### src/rtl/rate_recovery.sv
// Rate recovery front end: measures high/low half-periods of a synchronized clock,
// emits edge events and qualifies each half-period rate as locked.

package common_p;
  typedef struct packed {
    logic clk;
    logic rst;
  } clk_dom_s;
endpackage

package clks_alot_p;
  localparam int RATE_COUNTER_WIDTH = 6;
  typedef struct packed {
    logic rising_edge;
    logic falling_edge;
    logic any_edge;
  } recovered_events_s;
endpackage

module rate_recovery #(
  parameter int DRIFT_WINDOW = 1,
  parameter int LOCK_COUNT   = 3
) (
  input  common_p::clk_dom_s                   sys_dom_i,
  input  logic                                 recovery_en_i,
  input  logic                                 clear_state_i,
  input  logic                                 sync_clk_i,
  output clks_alot_p::recovered_events_s       recovered_events_o,
  output logic [clks_alot_p::RATE_COUNTER_WIDTH-1:0] high_rate_o,
  output logic [clks_alot_p::RATE_COUNTER_WIDTH-1:0] low_rate_o,
  output logic                                 high_locked_o,
  output logic                                 low_locked_o,
  output logic                                 fully_locked_in_o,
  output logic                                 drift_violation_o,
  output logic                                 stall_violation_o
);
  localparam int W = clks_alot_p::RATE_COUNTER_WIDTH;
  localparam logic [W-1:0] CNT_MAX  = '1;
  localparam logic [W-1:0] CNT_PRE  = CNT_MAX - W'(1);
  localparam logic [3:0]   LOCK_CNT = 4'(LOCK_COUNT);
  localparam logic [W:0]   DRIFT    = (W+1)'(DRIFT_WINDOW);

  typedef enum logic [1:0] {IDLE, ALIGN, MEASURE} state_t;

  logic         clk;
  logic         rst;
  state_t       state;
  logic         prev_q;
  logic [W-1:0] level_cnt;
  logic [3:0]   high_match;
  logic [3:0]   low_match;
  logic         high_seen;
  logic         low_seen;

  logic         rise;
  logic         fall;
  logic         any_edge;
  logic [W:0]   high_diff;
  logic [W:0]   low_diff;
  logic         high_ok;
  logic         low_ok;
  logic [3:0]   high_match_inc;
  logic [3:0]   low_match_inc;

  assign clk = sys_dom_i.clk;
  assign rst = sys_dom_i.rst;

  assign rise     = sync_clk_i & ~prev_q;
  assign fall     = ~sync_clk_i & prev_q;
  assign any_edge = rise | fall;

  // Distance computed one bit wider so the subtraction never wraps.
  assign high_diff = (level_cnt >= high_rate_o) ? ({1'b0, level_cnt} - {1'b0, high_rate_o})
                                                : ({1'b0, high_rate_o} - {1'b0, level_cnt});
  assign low_diff  = (level_cnt >= low_rate_o)  ? ({1'b0, level_cnt} - {1'b0, low_rate_o})
                                                : ({1'b0, low_rate_o} - {1'b0, level_cnt});
  assign high_ok = (high_diff <= DRIFT);
  assign low_ok  = (low_diff <= DRIFT);

  assign high_match_inc = (high_match == LOCK_CNT) ? LOCK_CNT : high_match + 4'd1;
  assign low_match_inc  = (low_match == LOCK_CNT) ? LOCK_CNT : low_match + 4'd1;

  always_ff @(posedge clk or posedge rst) begin
    if (rst) begin
      state              <= IDLE;
      prev_q             <= 1'b0;
      level_cnt          <= '0;
      high_match         <= '0;
      low_match          <= '0;
      high_seen          <= 1'b0;
      low_seen           <= 1'b0;
      recovered_events_o <= '0;
      high_rate_o        <= '0;
      low_rate_o         <= '0;
      high_locked_o      <= 1'b0;
      low_locked_o       <= 1'b0;
      fully_locked_in_o  <= 1'b0;
      drift_violation_o  <= 1'b0;
      stall_violation_o  <= 1'b0;
    end else begin
      recovered_events_o <= '0;
      drift_violation_o  <= 1'b0;
      stall_violation_o  <= 1'b0;
      fully_locked_in_o  <= high_locked_o & low_locked_o;
      if (recovery_en_i) prev_q <= sync_clk_i;

      if (clear_state_i) begin
        state             <= recovery_en_i ? ALIGN : IDLE;
        level_cnt         <= '0;
        high_rate_o       <= '0;
        low_rate_o        <= '0;
        high_match        <= '0;
        low_match         <= '0;
        high_seen         <= 1'b0;
        low_seen          <= 1'b0;
        high_locked_o     <= 1'b0;
        low_locked_o      <= 1'b0;
        fully_locked_in_o <= 1'b0;
      end else if (!recovery_en_i) begin
        // Rates survive a disable; lock qualification has to start over.
        state         <= IDLE;
        level_cnt     <= '0;
        high_match    <= '0;
        low_match     <= '0;
        high_seen     <= 1'b0;
        low_seen      <= 1'b0;
        high_locked_o <= 1'b0;
        low_locked_o  <= 1'b0;
      end else if (state == IDLE) begin
        state     <= ALIGN;
        level_cnt <= '0;
      end else if (any_edge) begin
        recovered_events_o.rising_edge  <= rise;
        recovered_events_o.falling_edge <= fall;
        recovered_events_o.any_edge     <= 1'b1;
        level_cnt                       <= W'(1);
        if (state == ALIGN) begin
          state <= MEASURE;
        end else if (fall) begin
          high_rate_o <= level_cnt;
          if (!high_seen) begin
            high_seen     <= 1'b1;
            high_match    <= '0;
            high_locked_o <= 1'b0;
          end else if (high_ok) begin
            high_match    <= high_match_inc;
            high_locked_o <= (high_match_inc == LOCK_CNT);
          end else begin
            high_match        <= '0;
            high_locked_o     <= 1'b0;
            drift_violation_o <= high_locked_o;
          end
        end else begin
          low_rate_o <= level_cnt;
          if (!low_seen) begin
            low_seen     <= 1'b1;
            low_match    <= '0;
            low_locked_o <= 1'b0;
          end else if (low_ok) begin
            low_match    <= low_match_inc;
            low_locked_o <= (low_match_inc == LOCK_CNT);
          end else begin
            low_match         <= '0;
            low_locked_o      <= 1'b0;
            drift_violation_o <= low_locked_o;
          end
        end
      end else if (level_cnt == CNT_PRE) begin
        // Counter is about to saturate: report once and realign on the next edge.
        stall_violation_o <= 1'b1;
        level_cnt         <= CNT_MAX;
        state             <= ALIGN;
        high_match        <= '0;
        low_match         <= '0;
        high_seen         <= 1'b0;
        low_seen          <= 1'b0;
        high_locked_o     <= 1'b0;
        low_locked_o      <= 1'b0;
      end else if (level_cnt != CNT_MAX) begin
        level_cnt <= level_cnt + W'(1);
      end
    end
  end

endmodule

### config.mk
export PLATFORM = sky130hd
export DESIGN_NAME = rate_recovery
export DESIGN_NICKNAME = d
export VERILOG_FILES = /design/src/rtl/rate_recovery.sv
export SDC_FILE = /design/constraint.sdc
export NUM_CORES = 1
export LEC_CHECK = 0
export ABC_CLOCK_PERIOD_IN_PS = 3170
export CORE_AREA = 2 2 90 92
export CTS_CLUSTER_DIAMETER = 200
export CTS_CLUSTER_SIZE = 20
export DETAILED_ROUTE_END_ITERATION = 10
export DIE_AREA = 0 0 92 94
export GPL_ROUTABILITY_DRIVEN = 0
export HOLD_SLACK_MARGIN = 0.06
export PLACE_DENSITY = 0.6
export SYNTH_ARGS = -nofsm -noshare
export SYNTH_HDL_FRONTEND = slang
export SYNTH_SLANG_ARGS = --single-unit
### constraint.sdc
create_clock -name sys_dom_i -period 3.17 [get_ports sys_dom_i]
set_input_delay 0.634 -clock sys_dom_i [delete_from_list [all_inputs] [get_ports sys_dom_i]]
set_output_delay 0.634 -clock sys_dom_i [all_outputs]
set_load 0.03 [all_outputs]
==> results of run 1 <==
[stage by stage]
stage	std cells	hold slack (ns)	setup slack (ns)	area (µm²)	util, %
after detailed placement	476	0.532	0.356	3340	43.9
after floorplan	357	0.496	0.523	2990	-
after global routing	530	0.556	0.0700	3670	48.2
after global placement	476	0.523	0.404	3340	43.9
after CTS	530	0.544	0.342	3670	48.2
final	530	0.545	0.337	3670	48.2
[routing by layer]
layer / vias up / routed length (µm) / track usage, %
met5: - / 0 / 0
met4: 0 / 127 / 11.9
met3: 14 / 321 / 8.59
met2: 63 / 3430 / 26.8
met1: 1280 / 3460 / 22.4
li1: 1387 / - / -
[Yosys cell counts, types with 4 or more instances]
| master | instances | area (µm²) |
|---|---|---|
| nor2_1 | 57 | 214 |
| dfrtp_1 | 39 | 976 |
| a21oi_1 | 37 | 185 |
| ha_1 | 30 | 375 |
| inv_1 | 30 | 113 |
| nand2_1 | 21 | 78.8 |
| o21ai_0 | 17 | 85.1 |
| nand3_1 | 14 | 70.1 |
| nand2b_1 | 10 | 62.6 |
| a31oi_1 | 6 | 37.5 |
| clkbuf_1 | 6 | 22.5 |
| nor3_1 | 6 | 30.0 |
| xnor2_1 | 6 | 52.6 |
| a22o_1 | 5 | 43.8 |
| nor2b_1 | 5 | 31.3 |
| a211oi_1 | 4 | 30.0 |
| a32o_1 | 4 | 40.0 |
| buf_2 | 4 | 20.0 |
| fa_1 | 4 | 80.1 |
| nand4_1 | 4 | 25.0 |
| o21a_1 | 4 | 30.0 |
[worst max-delay path: stages, from the launching register on]
cell and delay [ns]:
dfrtp_1 0.49, ha_1 0.22, inv_1 0.06, fa_1 0.42, nor2_1 0.12, o31ai_1 0.07
a2111oi_0 0.48, nand4_1 0.19, a211oi_2 0.28, buf_4 0.20, a31oi_1 0.08, mux2i_1 0.14
[placed cells by master (no fill, tap or decap), types with 3 or more instances in the layout]
cell type / count
ha_1: 30
dfrtp_1: 39
inv_1: 69
nand2b_1: 10
a21oi_1: 37
a31oi_1: 6
nand4_1: 4
a211oi_1: 4
xnor2_1: 6
nor2b_1: 5
nand2_1: 21
fa_1: 4
nor2_1: 57
o21a_1: 4
a32o_1: 4
nor3_1: 6
buf_4: 6
o21ai_0: 17
clkdlybuf4s50_1: 23
xor2_1: 3
a22o_1: 5
clkbuf_8: 11
nand3_1: 14
a21o_1: 3
[cell type report]
class	instances	share of cell area, %
clock inverter	44	4.88
timing repair buffer	29	7.51
multi-input combinational	276	50.4
inverter	29	2.97
tap	102	3.48
sequential	39	26.6
clock buffer	11	4.13
[logic make-up after synthesis]
| kind of cell | after synthesis |
|---|---|
| and+or+nand+nor | 131 |
| AOI/OAI and AO/OA | 99 |
| buffers and inverters | 42 |
| DFF | 39 |
| adders and majority gates | 35 |
| xor gates and xnor gates | 9 |
| muxes | 2 |
[registers in the layout, indices dropped and copies added (netlist names)]
register and flops:
drift_violation_o 1, fully_locked_in_o 1, high_locked_o 1, high_match 4, high_rate_o 6, high_seen 1, level_cnt 6, low_locked_o 1
low_match 4, low_rate_o 6, low_seen 1, prev_q 1, recovered_events_o 3, stall_violation_o 1, state 2
[power by group]
part,leakage [µW],switching (µW),internal [µW]
combinational,0.000930,55.0,36.5
clock,0.000305,564,397
sequential,0.000540,6.42,490
[final timing paths]
check	from	end	slack, ns	depth (start not counted)
max in group asynchronous	sys_dom_i[0]	prev_q	1.74	3
hold reg to reg	low_match[3]	low_match[3]	0.54	1
min in group asynchronous	sys_dom_i[0]	low_rate_o[5]	1.33	3
setup reg to reg	level_cnt[0]	low_match[3]	0.34	11
setup / recovery	level_cnt[0]	low_match[3]	0.34	11
hold / removal	low_match[3]	low_match[3]	0.54	1
==> results.md, run 1 <==
Setup path:
- At the worst endpoint, the required time is 3.39 ns.
- The critical path data arrival time is 3.05 ns.
- The type of destination of the critical path is a flip-flop.
- In this run the worst path has a maximum fanout of 7.
- STA classifies the critical path startpoint as a flip-flop.
- The critical path in this run is classified as reg -> reg.

Global route:
- Global routing finished with a remaining overflow of 0.
- The maximum number of pins on one net before global-route repair is 18.
- The first global-routing pass estimated 12500 µm of wire.
- Across every metal layer, demand over resource in global routing totals 18.7%.
- The via count of the first global-routing pass was 2886.
- The initial antenna violation count came to 0.

Detailed routing:
- Once detail routing completed, the nets flagged for antenna violations numbered 0.
- The initial detailed-routing violation count is 156.
- The total wire length is 7340 µm.
- Dividing the detail-routed wire length by the instance count gives 13.8 µm.
- After detailed routing, the number of remaining DRC violations is 0.
- Using the TritonRoute via totals, the vias-per-cell ratio works out to 5.18.
- For this run, the detailed router's first-pass iteration total came to 4.
- For this block, the via count after detailed routing is 2744.

CTS:
- In this run, post-CTS hold repair placed 0 buffers.
- The clock-pin slew on the worst setup and hold paths is 0.08 ns.
- TritonCTS built the clock tree.
- Once the clock tree was built, the setup fixing pass inserted 0 buffers.
- The insertion delay of the later-clocked pin in the worst-skew pair is 0.29 ns.
- Gates resized during post-CTS repair numbered 0.

Synthesis:
- Counting flops with a built-in enable in the synthesized netlist gives 0.
- The dominant combinational cell family by area after synthesis is compound AO/OA/AOI/OAI gates.
- Counting flops with an async set or reset pin after synthesis yields a share of 100%.
- The basic-gate share of the synthesized area counting and, or, nand and nor cells is 21.0%.
- The cell area that synthesis handed to floorplanning was 2990 µm².
- Of the total synthesized cell area, the portion taken by XOR and XNOR cells is 2.63%.
- The synthesized-area fraction occupied by adder cells is 15.6%.
- The number of nets in the synthesized netlist is 396.
- The synthesized netlist devotes 21.6% of its cell area to compound gates.
- Counting every instance in the synthesized netlist gives 357.
- The mean cell area of the mapped netlist is 8.38 µm².
- The prevailing post-synth register cell is dfrtp_1.
- The Yosys warning count is 0.
- The sequential-to-total area share from yosys stat is 32.6%.
- The mux share of post-synthesis cell area is 0.711%.
- The total of flip-flops plus latches after synthesis is 39.
- The number of distinct library cells after synthesis is 56.

Timing:
- At the pin with the least slew margin, the transition time is 0.452 ns.
- The count of endpoints failing hold in the final timing report was 0.
- Setup violations remaining at the end of the flow were counted as 0.
- The worst pin sits at a relative slew slack of 69.1%.
- Derived from the worst setup path, the maximum achievable clock frequency is 0.353 GHz.
- The sum of negative setup slack is 0 ns.
- The time the final worst path needs with I/O delays and setup is 2.83 ns.
- The worst-case clock skew is 0.00628 ns.
- Setup repair after global routing left no endpoint under its margin.
- The max-slew violation total from the final report is 0.
- Of the available clock period, the critical path in the final layout requires 89.4%.

Floorplan:
- The initialized floorplan defines 32 standard-cell rows.
- The y dimension of the die is 94 µm.
- The core area is 7610 µm².
- The initial core utilization is 39.3%.
- The floorplan step set the die width to 92 µm.
- The floorplan step defined a die boundary enclosing 8650 µm².
- 25 I/O pins were placed.

Power and ir drop:
- The static leakage power is 0.00177 µW.
- Dividing total power by cell area gives a power density of 423 nW/µm².
- The power consumption is 1550 µW.
- IR analysis of the VDD net gives a maximum drop of 253 µV.

Final layout:
- After filler insertion, the fill cell instance count of the layout stands at 772.
- The final layout contains 463 nets.
- The repair_antennas step left the layout with diodes totalling 0.
- The multi-input combinational cells in the finished layout cover a total of 1850 µm².
- In the final layout, flip-flops and latches occupy 976 µm².
- The fraction of layout instances using a drive strength above 1 is 7.01%.
- The layout overhead on the synthesized area is 22.5%.

Worst hold path:
- The worst min-delay path category is reg -> reg.

Placed design:
- The number of buffer cells added on primary ports is 23.
- The placed wire-length estimate is 5150 µm.

Job:
- Max-cap violations in this run came to 0.

Run status:
- The flow ran to the end, and the final reports show no timing, DRC or antenna violations.
No activity file was read; power rests on OpenSTA's default activity.
==> run 2, diff against run 1 <==
SLEW_MARGIN = 15   (was unset)
==> results of run 2 <==
The final DEF is identical to that of run 1; final timing and power are the same.
==> run 3, diff against run 2 <==
CTS_CLUSTER_SIZE = unset   (was 20)
==> results of run 3 <==
The final DEF is identical to that of run 1; final timing and power are the same.
